`config.mk`:
```
export PLATFORM = sky130hd
export DESIGN_NAME = instruction_fetch_unit
export DESIGN_NICKNAME = d
export VERILOG_FILES = /design/src/rtl/instruction_fetch_unit.sv
export SDC_FILE = /design/constraint.sdc
export NUM_CORES = 1
export LEC_CHECK = 0
export CAP_MARGIN = 20
export CORE_MARGIN = 10
export CORE_UTILIZATION = 52
export CTS_CLUSTER_DIAMETER = 150
export DETAILED_ROUTE_END_ITERATION = 10
export GPL_TIMING_DRIVEN = 0
export PLACE_DENSITY = 0.84
export SLEW_MARGIN = 20
export SYNTH_ARGS = -nofsm -noshare
export SYNTH_HDL_FRONTEND = slang
export SYNTH_SLANG_ARGS = --single-unit
```
`constraint.sdc`:
```
create_clock -name Clk -period 4 [get_ports Clk]
set_input_delay 0.8 -clock Clk [delete_from_list [all_inputs] [get_ports Clk]]
set_output_delay 0.8 -clock Clk [all_outputs]
set_load 0.05 [all_outputs]
```
`src/rtl/instruction_fetch_unit.sv`:
```
// -----------------------------------------------------------------------------
// instruction_fetch_unit
//
// Purpose:
//   Fetch stage between the ProgramCounter, instruction memory and decode.
//   It reads the current PC, issues one instruction-memory request at a time
//   over a req/ack handshake, and buffers the returned words with their PCs in
//   a small FIFO for decode. It also computes the next PC (Address), which the
//   ProgramCounter loads every cycle.
//
// Parameters:
//   DEPTH   instruction FIFO entries (2..4)
//   PC_INC  byte increment applied to the PC after each accepted fetch
//
// Optional feature (compile-time macro IFU_ALIGN_CHECK_EN):
//   When defined, an AlignFault output is added. A misaligned PC seen in IDLE
//   raises a sticky fault that stops all further fetching and ignores branches.
//   When undefined, the low PC bits pass to IMemAddr unchanged.
//
// Ports:
//   Clk           in   1   clock, rising edge
//   Reset         in   1   asynchronous reset, active-low
//   PCResult      in   32  current PC from ProgramCounter
//   Address       out  32  next PC to ProgramCounter (combinational)
//   BranchTaken   in   1   redirect request, single-cycle pulse
//   BranchTarget  in   32  redirect PC, valid with BranchTaken
//   IMemReq       out  1   fetch request to instruction memory
//   IMemAddr      out  32  fetch address, stable while IMemReq=1
//   IMemAck       in   1   memory completes request; IMemRdata valid same cycle
//   IMemRdata     in   32  fetched instruction word
//   InstrValid    out  1   FIFO head valid
//   Instr         out  32  FIFO head instruction
//   InstrPC       out  32  PC of FIFO head instruction
//   InstrReady    in   1   decode accepts head when InstrValid & InstrReady
//   AlignFault    out  1   sticky misaligned-PC fault (IFU_ALIGN_CHECK_EN only)
// -----------------------------------------------------------------------------
module instruction_fetch_unit #(
  parameter int          DEPTH  = 2,
  parameter logic [31:0] PC_INC = 32'd4
) (
  input  logic        Clk,
  input  logic        Reset,
  input  logic [31:0] PCResult,
  output logic [31:0] Address,
  input  logic        BranchTaken,
  input  logic [31:0] BranchTarget,
  output logic        IMemReq,
  output logic [31:0] IMemAddr,
  input  logic        IMemAck,
  input  logic [31:0] IMemRdata,
  output logic        InstrValid,
  output logic [31:0] Instr,
  output logic [31:0] InstrPC,
  input  logic        InstrReady
`ifdef IFU_ALIGN_CHECK_EN
  ,
  output logic        AlignFault
`endif
);

  localparam int PTR_W = $clog2(DEPTH);
  localparam int CNT_W = $clog2(DEPTH + 1);

  typedef enum logic [1:0] {
    ST_IDLE = 2'd0,  // nothing outstanding
    ST_WAIT = 2'd1,  // request outstanding, result kept
    ST_DROP = 2'd2   // request outstanding, result discarded
  } state_t;

  state_t             r_state;
  state_t             w_state_nxt;
  logic               r_req;
  logic               w_req_nxt;
  logic [31:0]        r_addr;
  logic [31:0]        w_addr_nxt;
  logic               w_push;
  logic               w_pop;
  logic               w_branch;
  logic               w_misaligned;
  logic               w_fault_set;
  logic               r_align_fault;

  logic [31:0]        r_fifo_instr [DEPTH];
  logic [31:0]        r_fifo_pc    [DEPTH];
  logic [PTR_W-1:0]   r_rd_ptr;
  logic [PTR_W-1:0]   r_wr_ptr;
  logic [CNT_W-1:0]   r_count;

  // Advance a FIFO pointer, wrapping at DEPTH (DEPTH need not be a power of 2).
  function automatic logic [PTR_W-1:0] ptr_inc(input logic [PTR_W-1:0] p);
    if (p == PTR_W'(DEPTH - 1)) begin
      return '0;
    end else begin
      return p + PTR_W'(1);
    end
  endfunction

  // In the default build the misalignment detector is tied off, so the fault
  // register stays at zero and is trimmed away.
`ifdef IFU_ALIGN_CHECK_EN
  assign w_misaligned = (PCResult[1:0] != 2'b00);
  assign AlignFault   = r_align_fault;
`else
  assign w_misaligned = 1'b0;
`endif

  // A latched fault freezes the unit, including ignoring redirects.
  assign w_branch = BranchTaken & ~r_align_fault;
  assign w_pop    = InstrValid & InstrReady;

  // Next-state, request and FIFO-push decode for the fetch FSM.
  always_comb begin
    w_state_nxt = r_state;
    w_req_nxt   = r_req;
    w_addr_nxt  = r_addr;
    w_push      = 1'b0;
    w_fault_set = 1'b0;
    case (r_state)
      ST_IDLE: begin
        if (w_branch) begin
          w_state_nxt = ST_IDLE;   // PC is being redirected; fetch next cycle
        end else if (r_align_fault) begin
          w_state_nxt = ST_IDLE;
        end else if (w_misaligned) begin
          w_fault_set = 1'b1;
        end else if (r_count < CNT_W'(DEPTH)) begin
          w_state_nxt = ST_WAIT;
          w_req_nxt   = 1'b1;
          w_addr_nxt  = PCResult;
        end else begin
          w_state_nxt = ST_IDLE;   // FIFO full, hold off
        end
      end
      ST_WAIT: begin
        if (IMemAck) begin
          // An ack coinciding with a redirect belongs to the old path.
          w_push      = ~w_branch;
          w_req_nxt   = 1'b0;
          w_state_nxt = ST_IDLE;
        end else if (w_branch) begin
          w_state_nxt = ST_DROP;   // request must still complete, then be dropped
        end else begin
          w_state_nxt = ST_WAIT;
        end
      end
      ST_DROP: begin
        if (IMemAck) begin
          w_req_nxt   = 1'b0;
          w_state_nxt = ST_IDLE;
        end else begin
          w_state_nxt = ST_DROP;
        end
      end
      default: begin
        w_state_nxt = ST_IDLE;
        w_req_nxt   = 1'b0;
        w_addr_nxt  = 32'd0;
      end
    endcase
  end

  // Fetch FSM state, memory request/address and sticky alignment fault.
  always_ff @(posedge Clk or negedge Reset) begin
    if (!Reset) begin
      r_state       <= ST_IDLE;
      r_req         <= 1'b0;
      r_addr        <= 32'd0;
      r_align_fault <= 1'b0;
    end else begin
      r_state       <= w_state_nxt;
      r_req         <= w_req_nxt;
      r_addr        <= w_addr_nxt;
      r_align_fault <= r_align_fault | w_fault_set;
    end
  end

  // Next PC: redirect wins, then post-increment on an accepted ack, else hold.
  always_comb begin
    Address = PCResult;
    if (w_branch) begin
      Address = BranchTarget;
    end else if ((r_state == ST_WAIT) && IMemAck) begin
      Address = r_addr + PC_INC;
    end else begin
      Address = PCResult;
    end
  end

  // Instruction FIFO storage, pointers and occupancy; a redirect flushes it.
  always_ff @(posedge Clk or negedge Reset) begin
    if (!Reset) begin
      for (int i = 0; i < DEPTH; i++) begin
        r_fifo_instr[i] <= 32'd0;
        r_fifo_pc[i]    <= 32'd0;
      end
      r_rd_ptr <= '0;
      r_wr_ptr <= '0;
      r_count  <= '0;
    end else if (w_branch) begin
      r_rd_ptr <= '0;
      r_wr_ptr <= '0;
      r_count  <= '0;
    end else begin
      if (w_push) begin
        r_fifo_instr[r_wr_ptr] <= IMemRdata;
        r_fifo_pc[r_wr_ptr]    <= r_addr;
        r_wr_ptr               <= ptr_inc(r_wr_ptr);
      end
      if (w_pop) begin
        r_rd_ptr <= ptr_inc(r_rd_ptr);
      end
      case ({w_push, w_pop})
        2'b10:   r_count <= r_count + CNT_W'(1);
        2'b01:   r_count <= r_count - CNT_W'(1);
        default: r_count <= r_count;
      endcase
    end
  end

  assign IMemReq    = r_req;
  assign IMemAddr   = r_addr;
  assign InstrValid = (r_count != '0);
  assign Instr      = r_fifo_instr[r_rd_ptr];
  assign InstrPC    = r_fifo_pc[r_rd_ptr];

endmodule

```
# --- After elaboration in Yosys (flattened, before gate mapping) ---
# Cells that the tools add are included.
totals:
  word_cells: 77
  inputBits: 101
  regBits: 167
  out_inout_bits: 130
classes:
  n_addsub: 5
  eq_ne: 7
  order_cmp: 4
  bitwise: 5
  n_mux: 35
  n_reduce_logical: 11
op_table:
  columns: ["op", "count"]
  rows:
  - ["$mux 32", 11]
  - ["$bwmux 64", 2]
  - ["$pmux 32 s2", 1]
  - ["$add 32x3->32 const B", 1]
  - ["$demux 32 s1", 1]
  - ["$mux 1", 13]
  - ["$mux 2", 4]
  - ["$pmux 2 s3", 1]
  - ["$reduce_and 3->1", 2]
  - ["$reduce_bool 2->1", 3]
  - ["$eq 2x1->1 const B", 2]
  - ["$eq 2x2->1 const B", 2]
  - ["$ge 2x2->1 const B", 2]
  - ["$ne 2x2->1 const B", 2]
  - ["$not 1->2", 2]
  - ["$pmux 2 s2", 1]
  - ["$reduce_bool 3->1", 1]
  - ["$add 1x1->1 const B", 2]
  - ["$add 2x1->2 const B", 1]
  - ["$logic_and 1x1->1", 2]
  - ["$logic_not 2->1", 1]
  - ["$lt 2x1->1 const B", 1]
  - ["$lt 2x2->1 const B", 1]
  - ["$ne 2x1->1 const B", 1]
  - ["6 further kinds", 7]

# --- Longest topological paths before layout ---
logic_depth:
  word_depth: 6
  depth_mapped: 9
  ltp_nobuf: 7

# --- Worst setup path after synthesis ---
# Ideal clock, no wire load.
synth_timing:
  path_kind: "register to output"
  from: "register r_addr[2], in the netlist IMemAddr[2]"
  to: "output Address[22]"
  required_time_ns: 3.200
  path_stages_with_launch: 7
  t_arrival_ns: 3.039
  n_path_buf: 0
  slack_ns: 0.161
  path_cell_list: "dfrtp_1 -> ha_1 -> nand3_1 -> nor4_4 -> a21o_1 -> a21oi_1 -> o31ai_1"
synth_via:
  elab_chain_cells: 3
synth_lines:
  columns: ["element", "line", "source"]
  rows:
  - ["from (decl)", "74", "logic [31:0] r_addr;"]
  - ["from (signal assigned)", "172", "r_addr <= w_addr_nxt;"]
  - ["$add 32x3->32", "183", "Address = r_addr + PC_INC;"]
  - ["$mux 32", "182", "end else if ((r_state == ST_WAIT) && IMemAck) begin"]
  - ["$mux 32", "180", "if (w_branch) begin"]
  - ["to (decl)", "44", "output logic [31:0] Address,"]
# No other way between the ends.

# --- Worst setup path after layout ---
layout_timing:
  from: "input BranchTaken"
  to: "output Address[3]"
layout_via:
  elab_chain_cells: 1
layout_lines:
  columns: ["element", "line", "source"]
  rows:
  - ["from (decl)", "45", "input logic BranchTaken,"]
  - ["$mux 32", "180", null]
# No other way between the ends.

==> metrics <==
Hold-fix buffers, CTS=0; Yosys top cell area share=50.94%; cell family with most CP delay=buffers and inverters; Ys Warns=0; I/O pin cnt=231; Crit-path slowest cell=clkdlybuf4s50_1; Iter 0 DRT Violations=274; NumNets Final=1025; post-synthesis net count=a little under 800; Seq pwr share=approximately a third; Syn Area/Cell=12.30 sq um; CP max FO=10; sw frac=42.40%; Die ar.=0.02120 sq mm; Syn-to-layout area delta=39.24%; Relative slew margins=29.24%; CP Data Required Time=3.20 ns; Routed WL per cell=21.32 microns; asr flop ratio synth=100.0%; worst-margin pin slew=1.047 ns; Worst-path clk slew=0.07 ns; commonest non-fill, non-tap cells in the layout=clkdlybuf4s50_1 (200), mux2_2 (189), dfrtp_1 (167), nand2_1 (50), a22o_1 (32); sequential cell area fraction in the yosys report=50.94%; TritonCTS clock tree=yes; wirelength, routed=approximately 24000 microns; switching power=approximately 3.4 mW; Hold Crit Class=in -> async; initial core utilization=53.57%; crit-path cells=clkdlybuf4s50_1 -> clkbuf_1 -> clkbuf_2 -> nand2_1 -> o21ai_0 -> clkdlybuf4s50_1; max incr delay on CP=a little under 0.9 ns; wire length of the first global-routing pass=38320 microns; FMAX=between 0.2 and 0.3 GHz; WS Path Type=in -> out; commonest non-fill, non-tap cell in the layout=clkdlybuf4s50_1; Post-Syn Instances=667; share of cells above drive strength 1=28.11%; Worst setup SP type=input port; Setup violations, final=0; GRT Total Usage=22.68%; CTS Sinks=167; period utilization=about 99%; Post-DP HPWL=17990 microns; leakage power=5.196 nW; total gr overflow=0; clk_skew=0.008982 ns; worst hold slack=0.4114 ns; First-pass DRT Iterations=4; vias per cell=5.564; pin count of the biggest net entering global routing=97; I/O Buffers=230; total power=between 7 and 8 mW; initial antenna violation count=1; number of remaining DRC errors=0; Internal=4.588 mW; CP Capture Type=output port; CTS root buf=clkbuf_16; utilization after layout=74.59%; Area contributors post-synth=dfrtp_1 (51%), mux2_2 (26%), a22o_1 (3.4%); combinational power share=47.7%; Die Y=between 100 and 150 microns; fill count=1104; CTS Buf Count=17; Max Cap Violations=0; status=finished clean; Buf/Inv on CP=4; Hold Fails Final Rpt=0; largest area contributor in the netlist=dfrtp_1; VDD IR max=roughly 380 uV; synth unique cells=40; Clock power frac=around a fifth; Most common cell on crit path=clkdlybuf4s50_1; CORE AREA=0.01531 sq mm; PwrDens=between 600 and 700 mW/mm^2; gpl congestion=0.8321; routed via count=6365; H-tree levels=4; ANT nets after route=0; Row Count=45; Max Root-Sink Buffers=2; clock latency on the worst-skew pair=0.42 ns; post-synth design cell area=around 0.008 sq mm; Die X=145.6 microns; Post-synth EDFFs=0; Most used DFF post-synth=dfrtp_1; vias in the first global route=6779; min cycle time layout=3.963 ns; total negative slack=0 ns; FF+latch count, synth=167; pins over their slew limit=0; CP arrival=3.16 ns
==> power groups by stage <==
stage	registers [mW]	logic, mW	clock network [mW]
after floorplan	2.75	2.34	0
after global placement	2.56	3.78	0
after detailed placement	2.59	3.82	0
after CTS	2.56	3.83	1.63
after global routing	2.63	3.97	1.70
final	2.57	3.80	1.60
==> layer usage <==
layer | track usage [%] | wire length [microns]
met1 | 28.74 | 10360
met2 | 36.47 | 11910
met3 | 7.110 | 1839
met4 | 6.572 | 286
met5 | 0 | 0
==> worst paths after layout <==
| kind | slack, ns | startpoint | to | cells after the start |
|---|---|---|---|---|
| worst max-delay path | 0.04 | BranchTaken | Address[3] | 6 |
| worst min-delay path | 0.41 | Reset | r_fifo_instr[49] | 1 |
| worst max register to register | 1.56 | r_state[0] | IMemAddr[16] | 5 |
| worst min register to register | 0.48 | r_fifo_pc[26] | r_fifo_pc[26] | 2 |
| max in group asynchronous | 2.80 | Reset | r_fifo_pc[52] | 2 |
| min in group Clk | 0.48 | r_fifo_pc[26] | r_fifo_pc[26] | 2 |
==> sequential cells by signal (all words and copies together), names as in the netlist <==
signal	flops
r_fifo_instr	64
r_fifo_pc	64
IMemAddr	32
r_count	2
r_state	2
IMemReq	1
r_rd_ptr	1
r_wr_ptr	1
==> worst reg2reg max path, stage by stage (launching register included) <==
cell and delay [ns]:
dfrtp_1 0.38, inv_1 0.08, ha_1 0.33, nor4b_1 0.87
clkbuf_1 0.51, a22o_1 0.21
==> area by class of cell <==
| class | count | area [sq um] | share of cell area [%] |
|---|---|---|---|
| Inverter | 6 | 22.52 | 0.1972 |
| Buffer | 47 | 210.2 | 1.840 |
| Tap cell | 211 | 264.0 | 2.311 |
| Clock inverter | 14 | 137.6 | 1.205 |
| Clock buffer | 18 | 439.2 | 3.844 |
| Multi-Input combinational cell | 447 | 3824 | 33.47 |
| Timing Repair Buffer | 233 | 2345 | 20.53 |
| Sequential cell | 167 | 4179 | 36.58 |
| Antenna cell | 1 | 2.502 | 0.02191 |
==> Yosys cell counts (2+ instances only) <==
master / count
a21oi_1: 17
a22o_1: 32
and2_1: 2
and3_1: 7
buf_1: 2
buf_2: 14
clkbuf_1: 29
clkbuf_2: 2
dfrtp_1: 167
ha_1: 5
inv_1: 6
mux2_2: 189
mux2i_1: 4
nand2_1: 50
nand2b_1: 3
nand3_1: 14
nand4_1: 11
nor2_1: 23
nor2b_1: 2
nor3_1: 6
nor3b_1: 4
nor4_4: 2
o21ai_0: 17
o221ai_1: 12
o31ai_1: 4
xnor2_1: 12
xor2_1: 18
==> stage by stage <==
step / instances / setup WS, ns / cell area (sq um)
floorplan: 667 / 0.1608 / 8204
global placement: 1108 / -4.642 / 10770
detailed placement: 1109 / -0.4885 / 10800
CTS: 1143 / 0.03739 / 11380
global route: 1143 / -0.02499 / 11420
finish: 1144 / 0.03664 / 11420
==> kinds of logic after synthesis <==
kind of cell	Yosys count	synth area share (%)
AOI/OAI and AO/OA	87	7.732
adders and majority gates	5	0.7625
and+or+nand+nor	131	8.129
xor gates and xnor gates	30	3.203
muxes	194	26.57
DFF	167	50.94
buffers and inverters	53	2.669
==> what timing repair did <==
item	in CTS	in global routing
buffers inserted	2	0
endpoints found under the hold margin	0	0
gates resized for setup	30	17
pin swaps	1	0
endpoints found under the setup margin	32	12
Power figures use the tool's default switching activity.
